--- config.mk ---
export PLATFORM = sky130hd
export DESIGN_NAME = mem_copy_ctrl
export DESIGN_NICKNAME = d
export VERILOG_FILES = /design/src/rtl/mem_copy_ctrl.sv
export SDC_FILE = /design/constraint.sdc
export NUM_CORES = 1
export LEC_CHECK = 0
export BUFFER_PORTS_ARGS = -buffer_cell sky130_fd_sc_hd__buf_4
export CORE_AREA = 8 8 173 175
export CTS_CLUSTER_DIAMETER = 100
export DETAILED_ROUTE_END_ITERATION = 8
export DIE_AREA = 0 0 181 183
export PLACE_DENSITY = 0.7
export SLEW_MARGIN = 20
export SYNTH_ARGS = -nofsm -noshare
export SYNTH_HDL_FRONTEND = slang
export SYNTH_SLANG_ARGS = --single-unit
export TNS_END_PERCENT = 5
--- constraint.sdc ---
create_clock -name AClkH -period 5.9 [get_ports AClkH]
set_input_delay 0.59 -clock AClkH [delete_from_list [all_inputs] [get_ports AClkH]]
set_output_delay 0.59 -clock AClkH [all_outputs]
set_load 0.05 [all_outputs]
--- src/rtl/mem_copy_ctrl.sv ---
// Block copy / fill initiator for the single-port simulation RAM.
// Copies ascend word by word (RD then WR); fills write one word per cycle.
module mem_copy_ctrl #(
  parameter int CAddrLen = 13,
  parameter int CDataLen = 128
) (
  input  logic                AClkH,
  input  logic                AResetH,
  input  logic                AClkHEn,
  input  logic                ACmdStart,
  input  logic                ACmdMode,
  input  logic [CAddrLen-1:0] ACmdSrc,
  input  logic [CAddrLen-1:0] ACmdDst,
  input  logic [CAddrLen:0]   ACmdLen,
  input  logic [CDataLen-1:0] ACmdPattern,
  input  logic                AAbort,
  output logic                ABusy,
  output logic                ADone,
  output logic                AAborted,
  output logic [CAddrLen:0]   AWordsDone,
  output logic [CAddrLen-1:0] AMemAddr,
  output logic [CDataLen-1:0] AMemMosi,
  input  logic [CDataLen-1:0] AMemMiso,
  output logic                AMemWrEn,
  output logic                AMemRdEn
);

  typedef enum logic [2:0] {
    S_IDLE,
    S_RD,
    S_WR,
    S_FILL,
    S_DONE
  } state_t;

  state_t              state_q;
  state_t              state_d;
  logic [CAddrLen-1:0] src_q;
  logic [CAddrLen-1:0] dst_q;
  logic [CAddrLen:0]   len_q;
  logic [CAddrLen:0]   wd_q;
  logic [CAddrLen:0]   wd_inc;
  logic [CDataLen-1:0] pat_q;
  logic                abort_q;
  logic                stop;

  assign wd_inc     = wd_q + {{CAddrLen{1'b0}}, 1'b1};
  assign stop       = (wd_inc == len_q) | abort_q | AAbort;
  assign AWordsDone = wd_q;

  always_ff @(posedge AClkH or posedge AResetH) begin
    if (AResetH) begin
      state_q <= S_IDLE;
    end else if (AClkHEn) begin
      state_q <= state_d;
    end
  end

  always_comb begin
    state_d  = state_q;
    ABusy    = 1'b1;
    ADone    = 1'b0;
    AAborted = 1'b0;
    AMemAddr = '0;
    AMemMosi = '0;
    AMemWrEn = 1'b0;
    AMemRdEn = 1'b0;
    unique case (state_q)
      S_IDLE: begin
        ABusy = 1'b0;
        if (ACmdStart) begin
          if (ACmdLen == '0) state_d = S_DONE;
          else if (ACmdMode) state_d = S_FILL;
          else               state_d = S_RD;
        end
      end
      S_RD: begin
        AMemRdEn = 1'b1;
        AMemAddr = src_q + wd_q[CAddrLen-1:0];
        state_d  = S_WR;
      end
      S_WR: begin
        AMemWrEn = 1'b1;
        AMemAddr = dst_q + wd_q[CAddrLen-1:0];
        AMemMosi = AMemMiso;
        state_d  = stop ? S_DONE : S_RD;
      end
      S_FILL: begin
        AMemWrEn = 1'b1;
        AMemAddr = dst_q + wd_q[CAddrLen-1:0];
        AMemMosi = pat_q;
        state_d  = stop ? S_DONE : S_FILL;
      end
      S_DONE: begin
        ADone    = 1'b1;
        AAborted = abort_q;
        state_d  = S_IDLE;
      end
      default: state_d = S_IDLE;
    endcase
  end

  // Command registers; the copy/fill mode lives in the state itself.
  always_ff @(posedge AClkH or posedge AResetH) begin
    if (AResetH) begin
      src_q   <= '0;
      dst_q   <= '0;
      len_q   <= '0;
      pat_q   <= '0;
      wd_q    <= '0;
      abort_q <= 1'b0;
    end else if (AClkHEn) begin
      unique case (state_q)
        S_IDLE: begin
          if (ACmdStart) begin
            src_q   <= ACmdSrc;
            dst_q   <= ACmdDst;
            len_q   <= ACmdLen;
            pat_q   <= ACmdPattern;
            wd_q    <= '0;
            abort_q <= 1'b0;
          end
        end
        S_RD: begin
          if (AAbort) abort_q <= 1'b1;
        end
        S_WR, S_FILL: begin
          wd_q <= wd_inc;
          if (AAbort) abort_q <= 1'b1;
        end
        S_DONE: abort_q <= 1'b0;
        default: ;
      endcase
    end
  end

endmodule
==> metrics.md <==
| Metric | Value |
|---|---|
| CP max-delay cell | nand2b_4 |
| Cells after Synth | 1302 |
| WP buf/inv | 2 |
| Synth unique cells | 60 |
| Initial DRC Count | 649 |
| LEAKAGE | 7.89 nW |
| Crit Path Max Fanout | 65 |
| Synth top area cells | dfrtp_1, nand2_1, mux2i_1 |
| Post-route insts no fill | 2067 |
| Grt ovf | 0 |
| Peak Freq | 0.200 GHz |
| Die width | 181 um |
| Initial antenna violation count | 3 |
| Core area | 27300 um2 |
| CP top delay family | compound AO/OA/AOI/OAI gates |
| CTS-repair resized insts | 0 |
| Port Buf Inserts | 461 |
| Worst clock skew | 0.0166 ns |
| Yosys reg bits | 186 |
| Post-synth top area share | 0.447 |
| Worst hold-check path type | in -> async |
| Hold-fix buffers, CTS | 0 |
| Max Slew Vio Count | 0 |
| Crit end category | output pin |
| Vias per cell | 4.95 |
| Via count | 10200 |
| CTS tree | built |
| Final hold vios | 0 |
| Crit start category | flop |
| Period minus WS final | 5.00 ns |
| CP Cell Sequence | nand2b_4 > inv_1 > nand2_1 > nand2_1 > ha_1 > fa_1 > a211oi_1 > o21bai_1 > a31o_2 > a211oi_1 > xor2_1 > nor2_1 > buf_4 |
| Root buffer cell | clkbuf_16 |
| Asr flop ratio synth | 1.00 |
| Final Cycle Share | 0.847 |
| Clock Path Buffers | 2 |
| WL final | 39.8 mm |
| Max incr delay on CP | 0.70 ns |
| IO Pins | 462 |
| Post-Place Cell Area | 14000 um2 |
| CTS buffer count | 17 |
| N_diodes | 0 |
| Die H | 183 um |
| Clk sinks | 186 |
| DRT antenna net count | 0 |
| First-pass GRT wire length | 61.0 mm |
| Worst vdd ir | 0.000310 V |
| Post CTS Setup Buffer Count | 0 |
| Post-Synthesis Net Count | 1618 |
| Number of H-tree levels | 4 |
| Inst Count DP | 2034 |
| Pin count of the biggest net entering global routing | 115 |
| Data required time of the critical path | 5.31 ns |
| RSZ-0062 raised after global routing | no |
| Cell Pwr Density | 539 nW/um2 |
| Worst slew pin tran | 1.08 ns |
| DRC | 0 |
| Clk slew on worst S/H paths | 0.08 ns |
| Seq/Total Area, Yosys | 0.447 |
| Post-synth top area cell | dfrtp_1 |
| Die area | 33100 um2 |
| Initial Util | 0.381 |
| Clock latency on the worst-skew pair | 0.44 ns |
| Wirelength per Cell | 19.3 um |
| Avg Cell Area, Syn | 8.00 um2 |
| EDFF count, synth | 0 |
| Yosys warns | 0 |
| Area growth syn-to-layout | 41.0% |
| Tot GR Track Use | 0.233 |
| CP Class | reg -> out |
| NumNets Final | 2024 |
| Post-synthesis cell area | 10400 um2 |
| Final setup TNS | 0 ns |
| Maxcap violations | 0 |
| HPWL after DPL | 30.5 mm |
| Finish-stage setup viols | 0 |
| Final instance area | 14700 um2 |
| RD Place Congestion | 0.987 |
| Worst Path Arrival | 4.41 ns |
| Rows | 61 |
| Status | complete, no violations |
| Main synth FF type | dfrtp_1 |
| Number of global-route vias before repair | 10600 |
| Drt pass-1 iters | 5 |
| Share of post-route cells with drive strength above 1 | 0.303 |
| Max-slew headroom | 0.281 |
==> final timing paths <==
check / cells after the start / slack [ns] / from / endpoint
hold / removal: 2 / 0.27 / AResetH / pat_q[34]
setup reg to reg: 5 / 2.97 / state_q[0] / pat_q[86]
max in group asynchronous: 3 / 4.07 / AResetH / pat_q[50]
setup / recovery: 13 / 0.90 / state_q[2] / AMemAddr[10]
min in group AClkH: 3 / 0.34 / ACmdPattern[103] / pat_q[103]
hold reg to reg: 2 / 0.48 / pat_q[111] / pat_q[111]
==> registers in the layout, summed over array words and instances (netlist names) <==
name	count
state_q	3
pat_q	128
abort_q	1
dst_q	13
src_q	13
AWordsDone	14
len_q	14
==> where the power goes <==
part / switching, mW / leakage (nW) / internal [mW]
sequential: 0.457 / 2.34 / 1.83
combinational: 2.93 / 5.23 / 1.45
clock: 0.579 / 0.314 / 0.669
total: 3.97 / 7.89 / 3.95
==> placed cells by master (no fill, tap or decap), types with 2 or more instances in the layout <==
master	instances
nor3_1	8
nand3_1	9
inv_6	4
clkinv_8	3
a31oi_1	3
bufinv_16	2
and2_1	4
o41ai_2	2
dfrtp_1	185
and3_1	4
buf_4	468
o21bai_1	2
xnor2_1	11
or3_1	6
o31ai_1	2
nor4_1	4
clkbuf_16	17
nand4_1	4
a21o_1	5
a21oi_1	11
nor2_1	159
a31o_2	2
and4_1	3
and4_4	2
inv_1	4
nand2_1	565
inv_8	6
xor2_1	16
ha_1	13
mux2i_1	129
a211oi_1	10
o21ai_1	2
o21ai_0	23
==> worst reg2reg max path: stages (launching register included) <==
cell	delay, ns
dfrtp_4	0.65
nor2_1	0.52
and3_4	0.82
buf_4	0.64
nand2_1	0.16
nand2_1	0.08
==> cell families after synthesis <==
kind of cell	share of synthesized area
multiplexers	0.125
flip-flops	0.447
XOR/XNOR	0.0227
buffers and inverters	0.0378
AO/OA/AOI/OAI	0.0482
adder cells (fa/ha/maj)	0.0175
AND/OR/NAND/NOR	0.302
==> cells in the mapped netlist, types with 2 or more instances <==
cell,instances
and4_1,3
and4_4,2
o21ai_0,24
clkbuf_1,51
dfrtp_1,186
and2_1,4
nor3_1,8
a31oi_1,3
a21oi_1,11
o41ai_2,2
nor2_1,159
and3_1,5
o31ai_1,2
nand3_1,10
mux2i_1,129
nor4_1,4
o21bai_1,2
nand4_1,4
xnor2_1,11
or3_1,6
buf_2,24
xor2_1,16
inv_1,5
buf_4,2
ha_1,13
buf_6,4
a21o_1,5
a31o_2,2
nand2_1,565
a211oi_1,10
==> per-stage QoR <==
stage	setup slack [ns]	total power [mW]	hold slack, ns	utilization
6_report	0.903	7.92	0.275	0.538
5_1_grt	0.528	8.40	0.323	0.538
4_1_cts	0.863	7.97	0.316	0.537
3_5_place_dp	1.33	6.70	0.462	0.513
3_3_place_gp	1.41	6.62	0.457	0.513
2_1_floorplan	0.253	5.32	0.445	-
==> layout make-up <==
cell class / count / area (um2)
fill: 2656 / 12600
timing repair buffer: 469 / 3540
inverter: 5 / 26.3
tap: 346 / 433
clock inverter: 14 / 200
sequential: 186 / 4660
clock buffer: 18 / 439
multi-input combinational: 1029 / 5390
==> layer usage <==
layer,track usage,part of all wire,vias to the layer above,wire length (um)
li1,-,-,5009,-
met1,0.272,0.39,4794,15700
met2,0.401,0.50,364,19800
met3,0.0786,0.079,52,3140
met4,0.0745,0.028,6,1130
met5,0,0.0011,-,44
No activity file was read; power rests on OpenSTA's default activity.
